File: src/rtl/mdu_pkg.sv
// Shared encodings and default latencies for the MIPS multiply/divide unit controller.
package mdu_pkg;

  localparam logic [1:0] OP_MULT  = 2'b00;
  localparam logic [1:0] OP_MULTU = 2'b01;
  localparam logic [1:0] OP_DIV   = 2'b10;
  localparam logic [1:0] OP_DIVU  = 2'b11;

  localparam int unsigned DEF_MULT_LAT = 5;
  localparam int unsigned DEF_DIV_LAT  = 10;
  localparam int unsigned DEF_CNT_W    = 4;

  typedef enum logic [0:0] {
    ST_IDLE = 1'b0,
    ST_BUSY = 1'b1
  } mdu_state_e;

endpackage

File: src/rtl/mdu_latency_counter.sv
// Loadable down-counter that flags the final cycle of an MDU operation.
module mdu_latency_counter #(
  parameter int unsigned CNT_W = 4
) (
  input  logic             clk,
  input  logic             reset,
  input  logic             load_i,
  input  logic [CNT_W-1:0] load_val_i,
  input  logic             dec_i,
  input  logic             clear_i,
  output logic             last_o
);

  logic [CNT_W-1:0] cnt_q, cnt_d;

  always_comb begin
    cnt_d = cnt_q;
    if (clear_i) begin
      cnt_d = '0;
    end else if (load_i) begin
      cnt_d = load_val_i;
    end else if (dec_i && (cnt_q != '0)) begin
      cnt_d = cnt_q - CNT_W'(1);
    end
  end

  always_ff @(posedge clk) begin
    if (reset) begin
      cnt_q <= '0;
    end else begin
      cnt_q <= cnt_d;
    end
  end

  assign last_o = (cnt_q == CNT_W'(1));

endmodule

File: src/rtl/mdu_controller.sv
// MDU sequencing controller: issue, fixed-latency count, HI/LO commit, mthi/mtlo and MD stall.
// Optional cancel port `flush` is built in when MDU_FLUSH_EN is defined.
module mdu_controller
  import mdu_pkg::*;
#(
  parameter int unsigned MULT_LAT = DEF_MULT_LAT,
  parameter int unsigned DIV_LAT  = DEF_DIV_LAT,
  parameter int unsigned CNT_W    = DEF_CNT_W
) (
  input  logic        clk,
  input  logic        reset,
  input  logic        start,
  input  logic [1:0]  op,
  input  logic [31:0] src_B,
  input  logic [31:0] res_hi,
  input  logic [31:0] res_lo,
  input  logic        mt_hi,
  input  logic        mt_lo,
  input  logic [31:0] mt_data,
  input  logic        md_in_d,
`ifdef MDU_FLUSH_EN
  input  logic        flush,
`endif
  output logic        load,
  output logic [1:0]  op_q,
  output logic        busy,
  output logic        md_stall,
  output logic [31:0] hi,
  output logic [31:0] lo
);

  mdu_state_e       state_q, state_d;
  logic [1:0]       op_d;
  logic             dz_q, dz_d;
  logic [31:0]      hi_q, hi_d, lo_q, lo_d;
  logic             flush_w;
  logic             is_idle, accept, last, commit;
  logic [CNT_W-1:0] lat_sel;

`ifdef MDU_FLUSH_EN
  assign flush_w = flush;
`else
  assign flush_w = 1'b0;
`endif

  assign is_idle = (state_q == ST_IDLE);
  assign accept  = start & is_idle & ~flush_w & ~reset;
  assign lat_sel = op[1] ? CNT_W'(DIV_LAT) : CNT_W'(MULT_LAT);
  // Divide-by-zero still spends the full latency but never writes HI/LO.
  assign commit  = ~is_idle & last & ~dz_q & ~flush_w;

  mdu_latency_counter #(
    .CNT_W(CNT_W)
  ) u_lat_cnt (
    .clk       (clk),
    .reset     (reset),
    .load_i    (accept),
    .load_val_i(lat_sel),
    .dec_i     (~is_idle),
    .clear_i   (~is_idle & flush_w),
    .last_o    (last)
  );

  always_comb begin
    state_d = state_q;
    op_d    = op_q;
    dz_d    = dz_q;
    hi_d    = hi_q;
    lo_d    = lo_q;
    unique case (state_q)
      ST_IDLE: begin
        if (!flush_w) begin
          if (mt_hi) hi_d = mt_data;
          if (mt_lo) lo_d = mt_data;
        end
        if (accept) begin
          state_d = ST_BUSY;
          op_d    = op;
          dz_d    = op[1] & (src_B == 32'd0);
        end
      end
      ST_BUSY: begin
        if (flush_w || last) state_d = ST_IDLE;
        if (commit) begin
          hi_d = res_hi;
          lo_d = res_lo;
        end
      end
      default: state_d = ST_IDLE;
    endcase
  end

  always_ff @(posedge clk) begin
    if (reset) begin
      state_q <= ST_IDLE;
      op_q    <= OP_MULT;
      dz_q    <= 1'b0;
      hi_q    <= '0;
      lo_q    <= '0;
    end else begin
      state_q <= state_d;
      op_q    <= op_d;
      dz_q    <= dz_d;
      hi_q    <= hi_d;
      lo_q    <= lo_d;
    end
  end

  assign busy     = ~is_idle;
  assign load     = accept;
  // Stall covers the issue cycle so a dependent MD op in D never sees stale HI/LO.
  assign md_stall = md_in_d & (busy | start) & ~reset;
  assign hi       = hi_q;
  assign lo       = lo_q;

endmodule

File: config.mk
export PLATFORM = sky130hd
export DESIGN_NAME = mdu_controller
export DESIGN_NICKNAME = d
export VERILOG_FILES = /design/src/rtl/mdu_pkg.sv /design/src/rtl/mdu_latency_counter.sv /design/src/rtl/mdu_controller.sv
export SDC_FILE = /design/constraint.sdc
export NUM_CORES = 1
export LEC_CHECK = 0
export CAP_MARGIN = 15
export CORE_MARGIN = 8
export CORE_UTILIZATION = 35
export DETAILED_ROUTE_END_ITERATION = 7
export GPL_TIMING_DRIVEN = 0
export HOLD_SLACK_MARGIN = 0.1
export PLACE_DENSITY = 0.85
export SLEW_MARGIN = 10
export SYNTH_ARGS = -nofsm -noshare
export SYNTH_HDL_FRONTEND = slang
export SYNTH_SLANG_ARGS = --single-unit
File: constraint.sdc
create_clock -name clk -period 4.25 [get_ports clk]
set_input_delay 0.6375 -clock clk [delete_from_list [all_inputs] [get_ports clk]]
set_output_delay 0.6375 -clock clk [all_outputs]
set_load 0.01 [all_outputs]
After elaboration in Yosys (flattened, before gate mapping)
Cells that the tools add are included.
Storage, ports and cells
  logic and storage cells: 41
  bits in registers: 72
  bits of input ports: 136
Cells by class
  eq/ne operators: 4
  reduce and logical (&&, ||, !) cells: 7
  bitwise logic cells: 11
  $add $sub $neg: 1
  muxes and demuxes: 12
Operator list (count)
  two-way mux 32 bit: 4
  one-hot mux 32 bit (2 select lines): 2
  zero test 32 bit: 1
  two-way mux 4 bit: 3
  AND 1 bit: 7
  AND reduction 2 bit: 3
  equality test 4 x 1 -> 1 bit, second input constant: 1
  != test 2 bit, second input constant: 2
  nonzero test 4 bit: 1
  subtractor 4 x 1 -> 4 bit, second input constant: 1
  inverter 1 bit: 3
  two-way mux 1 bit: 2
  != test 2 x 1 -> 1 bit, second input constant: 1
  one-hot mux 1 bit (2 select lines): 1
  nonzero test 2 bit: 1
  logical AND 1 bit: 1
  bitwise OR 1 bit: 1

Longest topological paths before layout
Gate-level depths: netlist of the first run.
  depth after elaboration: 5
  depth in mapped cells: 7
  gate-level depth less buffers: 6

Hierarchy
Synthesis of the first run repeated with hierarchy kept, for this count alone.
Second synthesis, totals
  cells, all modules: 351
  area total of the unflattened synthesis: 3692.3 um2
By module, submodules not included
  mdu_controller: cells an instance 319, area an instance 3419.5 um2, instances 1
  mdu_latency_counter: cells an instance 32, area an instance 272.8 um2, instances 1

Worst setup path before layout of the first run
Ideal clock, no wire load.
  path kind: in2out
  start: in reset
  end: out md_stall
  required time: 3.612 ns
  arrival time: 1.144 ns
  cell stages on the path: 3
  buffers on the path: 1
  setup slack: 2.468 ns
  cells stage by stage: clkbuf_1 -> o21bai_1 -> nor2_1
On the way
  longest elaborated chain between the ends: 2
Ends and longest elaborated chain
  from (decl): RTL line mdu_controller.sv:11  | input logic reset,
  inverter 1 bit: RTL line mdu_controller.sv:112  | assign md_stall = md_in_d & (busy | start) & ~reset;
  AND 1 bit: RTL line mdu_controller.sv:112
  to (decl): RTL line mdu_controller.sv:27  | output logic md_stall,
No other way between the ends.

Worst setup path after layout of the first run
Ends and elaborated chain as after synthesis.

==> flow_metrics.tcl, run 1 <==
set metrics [dict create \
    swShare 0.3066 \
    overflow 0 \
    synth_edf_count 0 \
    yosys_warnings 0 \
    synth_fp_nets 480 \
    reg2reg_from "u_lat_cnt.cnt_q[1]$_SDFFE_PP0P_" \
    grt_usage 0.1820 \
    holdPathEnd "op_q[1]$_SDFFE_PP0P_" \
    numCtsBuffers 9 \
    die_w_um 117.9 \
    timing.fmax_mhz 334.2 \
    grt_pass1_vias 3937 \
    syn_inst 342 \
    synthTopCellsByCount "72 x dfxtp_1, 66 x nor2_1, 64 x mux2i_1" \
    num_antenna_cells 0 \
    synth_top_area_frac 0.3967 \
    grt_max_degree 12 \
    num-nets-final 695 \
    hpwl_mm 10.35 \
    pwr-share-clk 0.234 \
    endpoint_kind "output port" \
    via_count 3441 \
    area_growth_pct 65.08 \
    portBuffers 204 \
    numClockSinks 72 \
    core-area_sq_um 10180 \
    final_layout_size_suffix_gt1_frac 0.1711 \
    cp_data_arrival_time_ns 2.36 \
    drt-initial-drc-count 81 \
    htree_levels 3 \
    rows 37 \
    cts_tree "built" \
    powerDensity_nw_per_um2 318.9 \
    start_util 0.3568 \
    whs_path_depth 2 \
    ant_nets 0 \
    leakage_uw 0.002199 \
    critical_path_class "in -> out" \
    ys_seq_elements 72 \
    crit_fanout 10 \
    fin_setup_tns_ns 0 \
    grt_pass1_wl_mm 20.46 \
    finalHoldViolCount 0 \
    placed_area_sq_um 5846 \
    worst_r2r_path_depth 7 \
    post_cts_buffers 0 \
    ys_seq_area_frac 0.3967 \
    dieArea_sq_um 13900 \
    period_share 0.7042 \
    p_comb_frac 0.354 \
    skew_ns 0.01332 \
    fin_area_sq_um 5998 \
    cts-resized-gates 0 \
    viasPerCell 4.937 \
    worstMarginPinSlew_ns 0.7910 \
    root_buffer "clkbuf_8" \
    wl_mm 12.79 \
    synth_most_common_cell "dfxtp_1" \
    finalCriticalPeriod_ns 2.993 \
    hold_start "op_q[1]$_SDFFE_PP0P_" \
    chipHeight_um 117.9 \
    synth-async-reset-ratio 0 \
    fill_cells 879 \
    slew_violations 0 \
    clk_latency_ns 0.34 \
    cts_hold_buf 0 \
    routabilityCongestion 0.7535 \
    irDropWorstVdd_uv 137.1 \
    relSlewSlack 0.4727 \
    syn_area_sq_um 3633 \
    drc_errors 0 \
    synth_area_leaders "dfxtp_1 40%, a211oi_2 19%, mux2i_1 18%" \
    setup-violations-final 0 \
    synthFlopType "dfxtp_1" \
    synth.largest_area_cell "dfxtp_1" \
    seq_power_share 0.412 \
    drv_cap 0 \
    status "finished clean" \
    r2r_end "hi[10]$_SDFFE_PP0P_" \
    rsz0062_at_grt "no" \
    cp_data_required_time_ns 3.61 \
    clk_pin_slew_ns 0.07 \
    hold_path.class "reg -> reg" \
    ys_types 34 \
    pin_count 205 \
    reg2reg_slack_ns 2.49 \
    internal-power_uw 1326 \
    clockBufferDepth 2 \
    drtPass1Iterations 4 \
    syn_area_per_cell_sq_um 10.62 \
    antenna_found_initial 0 \
    p_sw_uw 586.5 \
    wire_per_inst_um 18.35 \
    startpoint_type "primary input" \
]
[through the flow]
stage	hold slack (ns)	std cells	worst slack, ns	util	total power [uW]
final	0.4592	697	1.257	0.5889	1913
after global routing	0.4981	697	1.198	0.5889	2020
after CTS	0.4605	697	1.230	0.5889	1937
after detailed placement	0.4504	682	1.246	0.5740	1488
after global placement	0.4468	682	1.270	0.5740	1466
after floorplan	0.4805	342	2.468	-	1136
[cell type report]
cell class | count | area, sq um | area share
Buffer | 28 | 191.4 | 0.03191
Clock buffer | 10 | 127.6 | 0.02128
Clock inverter | 5 | 25.02 | 0.004172
Inverter | 8 | 30.03 | 0.005006
Multi-Input combinational cell | 234 | 1971 | 0.3285
Sequential cell | 72 | 1441 | 0.2403
Tap cell | 136 | 170.2 | 0.02837
Timing Repair Buffer | 204 | 2042 | 0.3404
[power by group through the flow]
stage                     sequential (uW)  combinational, uW  clock, uW
final                                 789                677        447
after global routing                  797                729        494
after CTS                             789                688        461
after detailed placement              803                685          0
after global placement                799                667          0
after floorplan                       833                303          0
[worst max path at each step]
stage,startpoint,to,slack (ns),cells past startpoint
after global placement,reset,md_stall,1.27,5
final,reset,md_stall,1.26,5
after floorplan,reset,md_stall,2.47,3
after detailed placement,reset,md_stall,1.25,5
after global routing,reset,md_stall,1.20,5
after CTS,reset,md_stall,1.23,5
[cells by family after synthesis]
logic type                 after synthesis  synth area share
adders and majority gates                2          0.006886
DFF                                     72            0.3967
AOI/OAI and AO/OA                       76            0.2390
buffers and inverters                   36           0.06095
xor gates and xnor gates                 1          0.002411
and+or+nand+nor                         90            0.1147
muxes                                   65            0.1794
[worst max-delay path: stages]
cell             delay [ns]
clkdlybuf4s50_1        0.48
clkbuf_1               0.45
o21bai_1               0.22
nor2_1                 0.09
clkdlybuf4s50_1        0.48
[per-layer routing]
metal,global-route usage,share of wire,up-vias
met1,0.1934,0.40,1612
li1,-,-,1683
met2,0.3315,0.51,133
met5,0,0,-
met4,0.05765,0.016,0
met3,0.06043,0.068,13
[state kept, by name, summed over array words and instances (netlist names)]
register / cells
hi: 32
busy: 1
dz_q: 1
op_q: 2
lo: 32
u_lat_cnt.cnt_q: 4
[placed cells by master, fill, tap and decap left out, drive strengths merged, types with 2 or more instances in the layout]
cell / instances
clkdlybuf4s50: 204
dfxtp: 72
nor2: 66
a211oi: 66
mux2i: 64
buf: 20
clkbuf: 18
inv: 8
nor4: 7
clkinv: 5
nand2: 4
nor3: 3
o22ai: 2
a21oi: 2
o31ai: 2
ha: 2
Power figures use the tool's default switching activity.
==> inputs of run 2 (changes only) <==
==> constraint.sdc (replaced) <==
create_clock -name clk -period 2.9 [get_ports clk]
set_input_delay 0.435 -clock clk [delete_from_list [all_inputs] [get_ports clk]]
set_output_delay 0.435 -clock clk [all_outputs]
set_load 0.01 [all_outputs]
==> results of run 2 <==
The final DEF is identical to that of run 1. Status: finished clean.
Main changes from that run: setup slack after placement 1.246 ns -> 0.3012 ns; setup slack after layout 1.257 ns -> 0.3123 ns; register-to-register setup slack 2.49 ns -> 1.14 ns; total power 1913 uW -> 2803 uW; worst IR drop on VDD 137.1 uV -> 201.0 uV
